--- src/rtl/st_align_unit.sv ---
// Store alignment unit: turns a MEM-stage store into one or two word-aligned
// write beats with byte strobes, pacing each beat on a valid/ack handshake.
module st_align_unit #(
    parameter int ADDR_W = 32
) (
    input  logic              clk,
    input  logic              rst_n,
    input  logic              req_valid,
    output logic              req_ready,
    input  logic [ADDR_W-1:0] req_addr,
    input  logic [31:0]       req_data,
    input  logic [2:0]        req_f3,
    output logic              mem_req,
    output logic [ADDR_W-1:0] mem_addr,
    output logic [31:0]       mem_wdata,
    output logic [3:0]        mem_wstrb,
    input  logic              mem_ack,
    output logic              done,
    output logic              misaligned,
    output logic              err
);

    typedef enum logic [1:0] {
        IDLE  = 2'd0,
        BEAT0 = 2'd1,
        BEAT1 = 2'd2
    } state_t;

    localparam logic [ADDR_W-1:0] BEAT_STEP = {{(ADDR_W-3){1'b0}}, 3'b100};

    state_t            state_r;
    state_t            state_s;
    logic              ready_r;
    logic              legal_s;
    logic [7:0]        size_mask_s;
    logic [31:0]       data_n_s;
    logic [7:0]        mask8_s;
    logic [63:0]       data64_s;
    logic [ADDR_W-1:0] base_addr_s;

    logic              mem_req_r;
    logic [ADDR_W-1:0] mem_addr_r;
    logic [31:0]       mem_wdata_r;
    logic [3:0]        mem_wstrb_r;
    logic              done_r;
    logic              misaligned_r;
    logic              err_r;

    logic              mem_req_s;
    logic [ADDR_W-1:0] mem_addr_s;
    logic [31:0]       mem_wdata_s;
    logic [3:0]        mem_wstrb_s;
    logic              done_s;
    logic              misaligned_s;
    logic              err_s;
    logic              load_s;

    // Second-beat contents captured at accept, replayed after beat 0 retires.
    logic              split_r;
    logic [ADDR_W-1:0] b1_addr_r;
    logic [31:0]       b1_wdata_r;
    logic [3:0]        b1_wstrb_r;

    // Decode funct3 into a byte mask and the significant data bits.
    always_comb begin
        legal_s     = 1'b0;
        size_mask_s = 8'h00;
        data_n_s    = 32'h0000_0000;
        case (req_f3)
            3'b000: begin
                legal_s     = 1'b1;
                size_mask_s = 8'h01;
                data_n_s    = {24'h00_0000, req_data[7:0]};
            end
            3'b001: begin
                legal_s     = 1'b1;
                size_mask_s = 8'h03;
                data_n_s    = {16'h0000, req_data[15:0]};
            end
            3'b010: begin
                legal_s     = 1'b1;
                size_mask_s = 8'h0F;
                data_n_s    = req_data;
            end
            default: begin
                legal_s     = 1'b0;
                size_mask_s = 8'h00;
                data_n_s    = 32'h0000_0000;
            end
        endcase
    end

    assign mask8_s     = size_mask_s << req_addr[1:0];
    assign data64_s    = {32'h0000_0000, data_n_s} << {req_addr[1:0], 3'b000};
    assign base_addr_s = {req_addr[ADDR_W-1:2], 2'b00};

    // Next-state and next-output logic; beat registers hold while ack is low.
    always_comb begin
        state_s      = state_r;
        mem_req_s    = 1'b0;
        mem_addr_s   = '0;
        mem_wdata_s  = 32'h0000_0000;
        mem_wstrb_s  = 4'b0000;
        done_s       = 1'b0;
        misaligned_s = 1'b0;
        err_s        = 1'b0;
        load_s       = 1'b0;
        case (state_r)
            IDLE: begin
                if (req_valid && legal_s) begin
                    state_s     = BEAT0;
                    mem_req_s   = 1'b1;
                    mem_addr_s  = base_addr_s;
                    mem_wdata_s = data64_s[31:0];
                    mem_wstrb_s = mask8_s[3:0];
                    load_s      = 1'b1;
                end else if (req_valid) begin
                    done_s = 1'b1;
                    err_s  = 1'b1;
                end else begin
                    state_s = IDLE;
                end
            end
            BEAT0: begin
                if (mem_ack && split_r) begin
                    state_s     = BEAT1;
                    mem_req_s   = 1'b1;
                    mem_addr_s  = b1_addr_r;
                    mem_wdata_s = b1_wdata_r;
                    mem_wstrb_s = b1_wstrb_r;
                end else if (mem_ack) begin
                    state_s = IDLE;
                    done_s  = 1'b1;
                end else begin
                    mem_req_s   = 1'b1;
                    mem_addr_s  = mem_addr_r;
                    mem_wdata_s = mem_wdata_r;
                    mem_wstrb_s = mem_wstrb_r;
                end
            end
            BEAT1: begin
                if (mem_ack) begin
                    state_s      = IDLE;
                    done_s       = 1'b1;
                    misaligned_s = 1'b1;
                end else begin
                    mem_req_s   = 1'b1;
                    mem_addr_s  = mem_addr_r;
                    mem_wdata_s = mem_wdata_r;
                    mem_wstrb_s = mem_wstrb_r;
                end
            end
            default: begin
                state_s = IDLE;
            end
        endcase
    end

    // State and registered outputs.
    always_ff @(posedge clk or negedge rst_n) begin
        if (!rst_n) begin
            state_r      <= IDLE;
            ready_r      <= 1'b1;
            mem_req_r    <= 1'b0;
            mem_addr_r   <= '0;
            mem_wdata_r  <= 32'h0000_0000;
            mem_wstrb_r  <= 4'b0000;
            done_r       <= 1'b0;
            misaligned_r <= 1'b0;
            err_r        <= 1'b0;
        end else begin
            state_r      <= state_s;
            ready_r      <= (state_s == IDLE);
            mem_req_r    <= mem_req_s;
            mem_addr_r   <= mem_addr_s;
            mem_wdata_r  <= mem_wdata_s;
            mem_wstrb_r  <= mem_wstrb_s;
            done_r       <= done_s;
            misaligned_r <= misaligned_s;
            err_r        <= err_s;
        end
    end

    // Capture second-beat contents at accept.
    always_ff @(posedge clk or negedge rst_n) begin
        if (!rst_n) begin
            split_r    <= 1'b0;
            b1_addr_r  <= '0;
            b1_wdata_r <= 32'h0000_0000;
            b1_wstrb_r <= 4'b0000;
        end else if (load_s) begin
            split_r    <= |mask8_s[7:4];
            b1_addr_r  <= base_addr_s + BEAT_STEP;
            b1_wdata_r <= data64_s[63:32];
            b1_wstrb_r <= mask8_s[7:4];
        end
    end

    assign req_ready  = ready_r;
    assign mem_req    = mem_req_r;
    assign mem_addr   = mem_addr_r;
    assign mem_wdata  = mem_wdata_r;
    assign mem_wstrb  = mem_wstrb_r;
    assign done       = done_r;
    assign misaligned = misaligned_r;
    assign err        = err_r;

endmodule
--- config.mk ---
export PLATFORM = sky130hd
export DESIGN_NAME = st_align_unit
export DESIGN_NICKNAME = d
export VERILOG_FILES = /design/src/rtl/st_align_unit.sv
export SDC_FILE = /design/constraint.sdc
export NUM_CORES = 1
export LEC_CHECK = 0
export CAP_MARGIN = 20
export CELL_PAD_IN_SITES_DETAIL_PLACEMENT = 0
export CELL_PAD_IN_SITES_GLOBAL_PLACEMENT = 2
export CORE_MARGIN = 2
export CORE_UTILIZATION = 31
export CTS_CLUSTER_DIAMETER = 30
export DETAILED_ROUTE_END_ITERATION = 10
export GPL_TIMING_DRIVEN = 0
export PLACE_DENSITY_LB_ADDON = 0.1
export SYNTH_ARGS = -nofsm -noshare
export SYNTH_HDL_FRONTEND = slang
export SYNTH_SLANG_ARGS = --single-unit
--- constraint.sdc ---
create_clock -name clk -period 1.7 [get_ports clk]
set_input_delay 0.34 -clock clk [delete_from_list [all_inputs] [get_ports clk]]
set_output_delay 0.34 -clock clk [all_outputs]
set_load 0.02 [all_outputs]
==> flow_summary.yaml <==
power_and_ir_drop:
  p_sw_share_pct: 28.9
  p_clk_share_pct: 41.8
  finalPower_mw: 9.55
  p_leak_nw: 4.49
  p_per_area_nw_per_um2: 1060
  seqPwrFrac_pct: 40.0
  ir_drop_v: 0.000747
  intPower_mw: 6.79
  p_switching_mw: 2.76
  power_frac_comb_pct: 18.2
cts:
  clock-sinks: 133
  clkTransAtPathRegs_ns: 0.06
  root_buffer: "clkbuf_16"
  cts_buffer_depth: 2
  cts_tree: "done"
  clk_latency_ns: 0.42
  cts-htree-levels: 4
  cts_made_buffers: 17
route:
  dr_total_vias: 5539
  drtPass1Iterations: 6
  met1Wirelength_um: 9520
  routed.top_layer: "met4"
  wl_met2_um: 11100
  wl_um: 22300
  drtIter0Drc: 537
  final_antenna_net_count: 0
  remaining_drc_errors: 0
  avgViaCountPerCell: 5.35
  wl_per_cell_um: 21.6
  met3_length_um: 1320
timing:
  tightest_slew_ns: 0.744
  hold_ws_ns: 0.236
  hold_viol_final: 0
  setup_tns_ns: 0
  clock.fmax_mhz: 597
  rsz0062_at_grt: "yes"
  finalMaxSlewViolations: 0
  slew_headroom_pct: 50.4
  fin_crit_sh_pct: 98.5
  skew_ns: 0.00584
  final.min_clock_period_ns: 1.67
  setup_viol: 0
hold_path:
  hp-class: "in2reg"
setup_path:
  path_cells: "nor3b_4, and2_4, nand2_4, clkbuf_16, buf_12, o21ai_0"
  cp.arrival_ns: 2.02
  timing.critical_path.buf_inv: 2
  critPathKind: "reg2reg"
  max_stage_delay_ns: 0.44
  critPathCaptureType: "flop"
  critPathMaxFanout: 8
  critical_path.top_delay_family: "simple AND/OR/NAND/NOR gates"
  cpMaxStageDelayCell: "dfrtp_2"
  required_ns: 2.04
  critPathLaunchType: "flop"
floorplan:
  die_w_um: 144
  die-area_um2: 20800
  die_y_um: 144
  start_util_pct: 31.5
  fp-row-count: 51
  fp.coreArea_um2: 19400
  ios: 144
grt:
  overflow: 0
  grt_usage_pct: 21.7
  grt_max_degree: 68
  grt_pass1_wl_um: 33500
  antenna_found_initial: 0
  grt_pass1_vias: 5604
yosys:
  synth_seq_area_share_pct: 54.6
  async_flop_share_pct: 100
  postSynthCellCount: 584
  synth_cell_types: 46
  netlist_area_um2: 6100
  synth_ff_type: "dfrtp_1"
  yosysWarnings: 0
  synth-edff-count: 0
  syn_nets: 656
  ys_ff_latch: 133
  syn_avg_cell_area_um2: 10.4
layout:
  final_cell_mix: "dfrtp_1 (130), dlygate4sd2_1 (84), nand2_1 (62), clkdlybuf4s50_1 (50), o21ai_0 (44)"
  layout_commonest_cell: "dfrtp_1"
  final_area_um2: 9000
  syn_to_final_growth_pct: 47.5
  n_antenna_cell: 0
  layout.cells.non_filler: 1035
  finalNetCount: 829
  drive_above_1_share_pct: 17.7
place:
  place_inst: 992
  numPortBuffers: 142
  place_hpwl_um: 15400
  place.gp.congestion: 0.848
  place_area_um2: 7880
flow_run:
  maxCapViolCount: 0
run_status:
  status: "finished clean"
-- per-stage QoR --
step                setup slack (ns)  utilization, %
detailed placement             -1.03            40.6
global placement               -5.17            40.5
floorplan                      0.103               -
global route                 -0.0218            46.4
finish                        0.0256            46.4
CTS                         -0.00667            45.2
-- registers in the layout, summed over array words and instances, names as in the netlist, 2 cells and up --
signal	flops
mem_addr	32
b1_wstrb_r	3
b1_wdata_r	24
state_r	2
mem_wstrb	4
mem_wdata	32
b1_addr_r	30
-- routing by layer --
metal,track usage [%],vias to the layer above
met3,4.34,27
met1,28.5,2789
li1,-,2515
met2,36.9,208
met5,0,-
met4,5.26,0
-- cells by family after synthesis --
kind of cell	count (synthesis)	synth area share (%)
AOI/OAI and AO/OA	190	21.7
and+or+nand+nor	147	13.1
DFF	133	54.6
buffers and inverters	76	4.98
xor gates and xnor gates	29	4.16
muxes	8	1.31
adders and majority gates	1	0.205
-- power by group through the flow --
stage | combinational [mW] | sequential (mW) | clock (mW)
6_report | 1.74 | 3.82 | 3.99
5_1_grt | 1.90 | 3.86 | 4.20
4_1_cts | 1.70 | 3.82 | 4.05
3_5_place_dp | 1.67 | 3.87 | 0
3_3_place_gp | 1.64 | 3.86 | 0
2_1_floorplan | 0.659 | 3.97 | 0
-- timing repair --
action / in CTS / in global routing
cloned: 0 / 1
setup endpoints to repair: 201 / 123
hold endpoints to repair: 65 / 0
buffers inserted: 7 / 2
hold buffers: 1 / 0
pin swaps: 4 / 3
resized for setup: 163 / 57
-- area by class of cell --
type	count	area (um^2)
Buffer	38	302
Clock buffer	20	457
Clock inverter	12	176
Fill cell	1893	10400
Inverter	38	143
Multi-Input combinational cell	376	2820
Sequential cell	133	3330
Tap cell	265	332
Timing Repair Buffer	153	1450
-- path summary, 6_finish.rpt --
path	from	end	slack [ns]	depth (start not counted)
setup / recovery	state_r[1]$_DFF_PN0_	b1_wdata_r[3]$_DFFE_PN0P_	0.03	6
hold / removal	req_addr[2]	b1_addr_r[2]$_DFFE_PN0P_	0.24	2
setup reg to reg	state_r[1]$_DFF_PN0_	b1_wdata_r[3]$_DFFE_PN0P_	0.03	6
hold reg to reg	mem_wdata[31]$_DFF_PN0_	mem_wdata[31]$_DFF_PN0_	0.47	1
max in group asynchronous	rst_n	b1_addr_r[17]$_DFFE_PN0P_	0.46	3
min in group asynchronous	rst_n	mem_wdata[20]$_DFF_PN0_	0.48	2
-- cells in the mapped netlist (5+ instances only) --
cell type	n	area share, %
mux2i_1	8	1.3
o22ai_1	10	1.0
a22o_1	8	1.1
buf_2	12	0.98
dfrtp_1	132	54
clkbuf_1	20	1.2
o21ai_1	18	1.5
o21ai_0	45	3.7
a31oi_1	16	1.6
inv_1	38	2.3
a21o_1	11	1.4
nand2_1	65	4.0
and3_1	23	2.4
o221ai_1	8	1.1
nor4_2	6	1.2
nor2_1	12	0.74
xnor2_1	21	3.0
a222oi_1	30	4.9
a22oi_1	35	4.3
buf_1	5	0.31
nand3_1	15	1.2
xor2_1	8	1.1
Power figures use the tool's default switching activity.
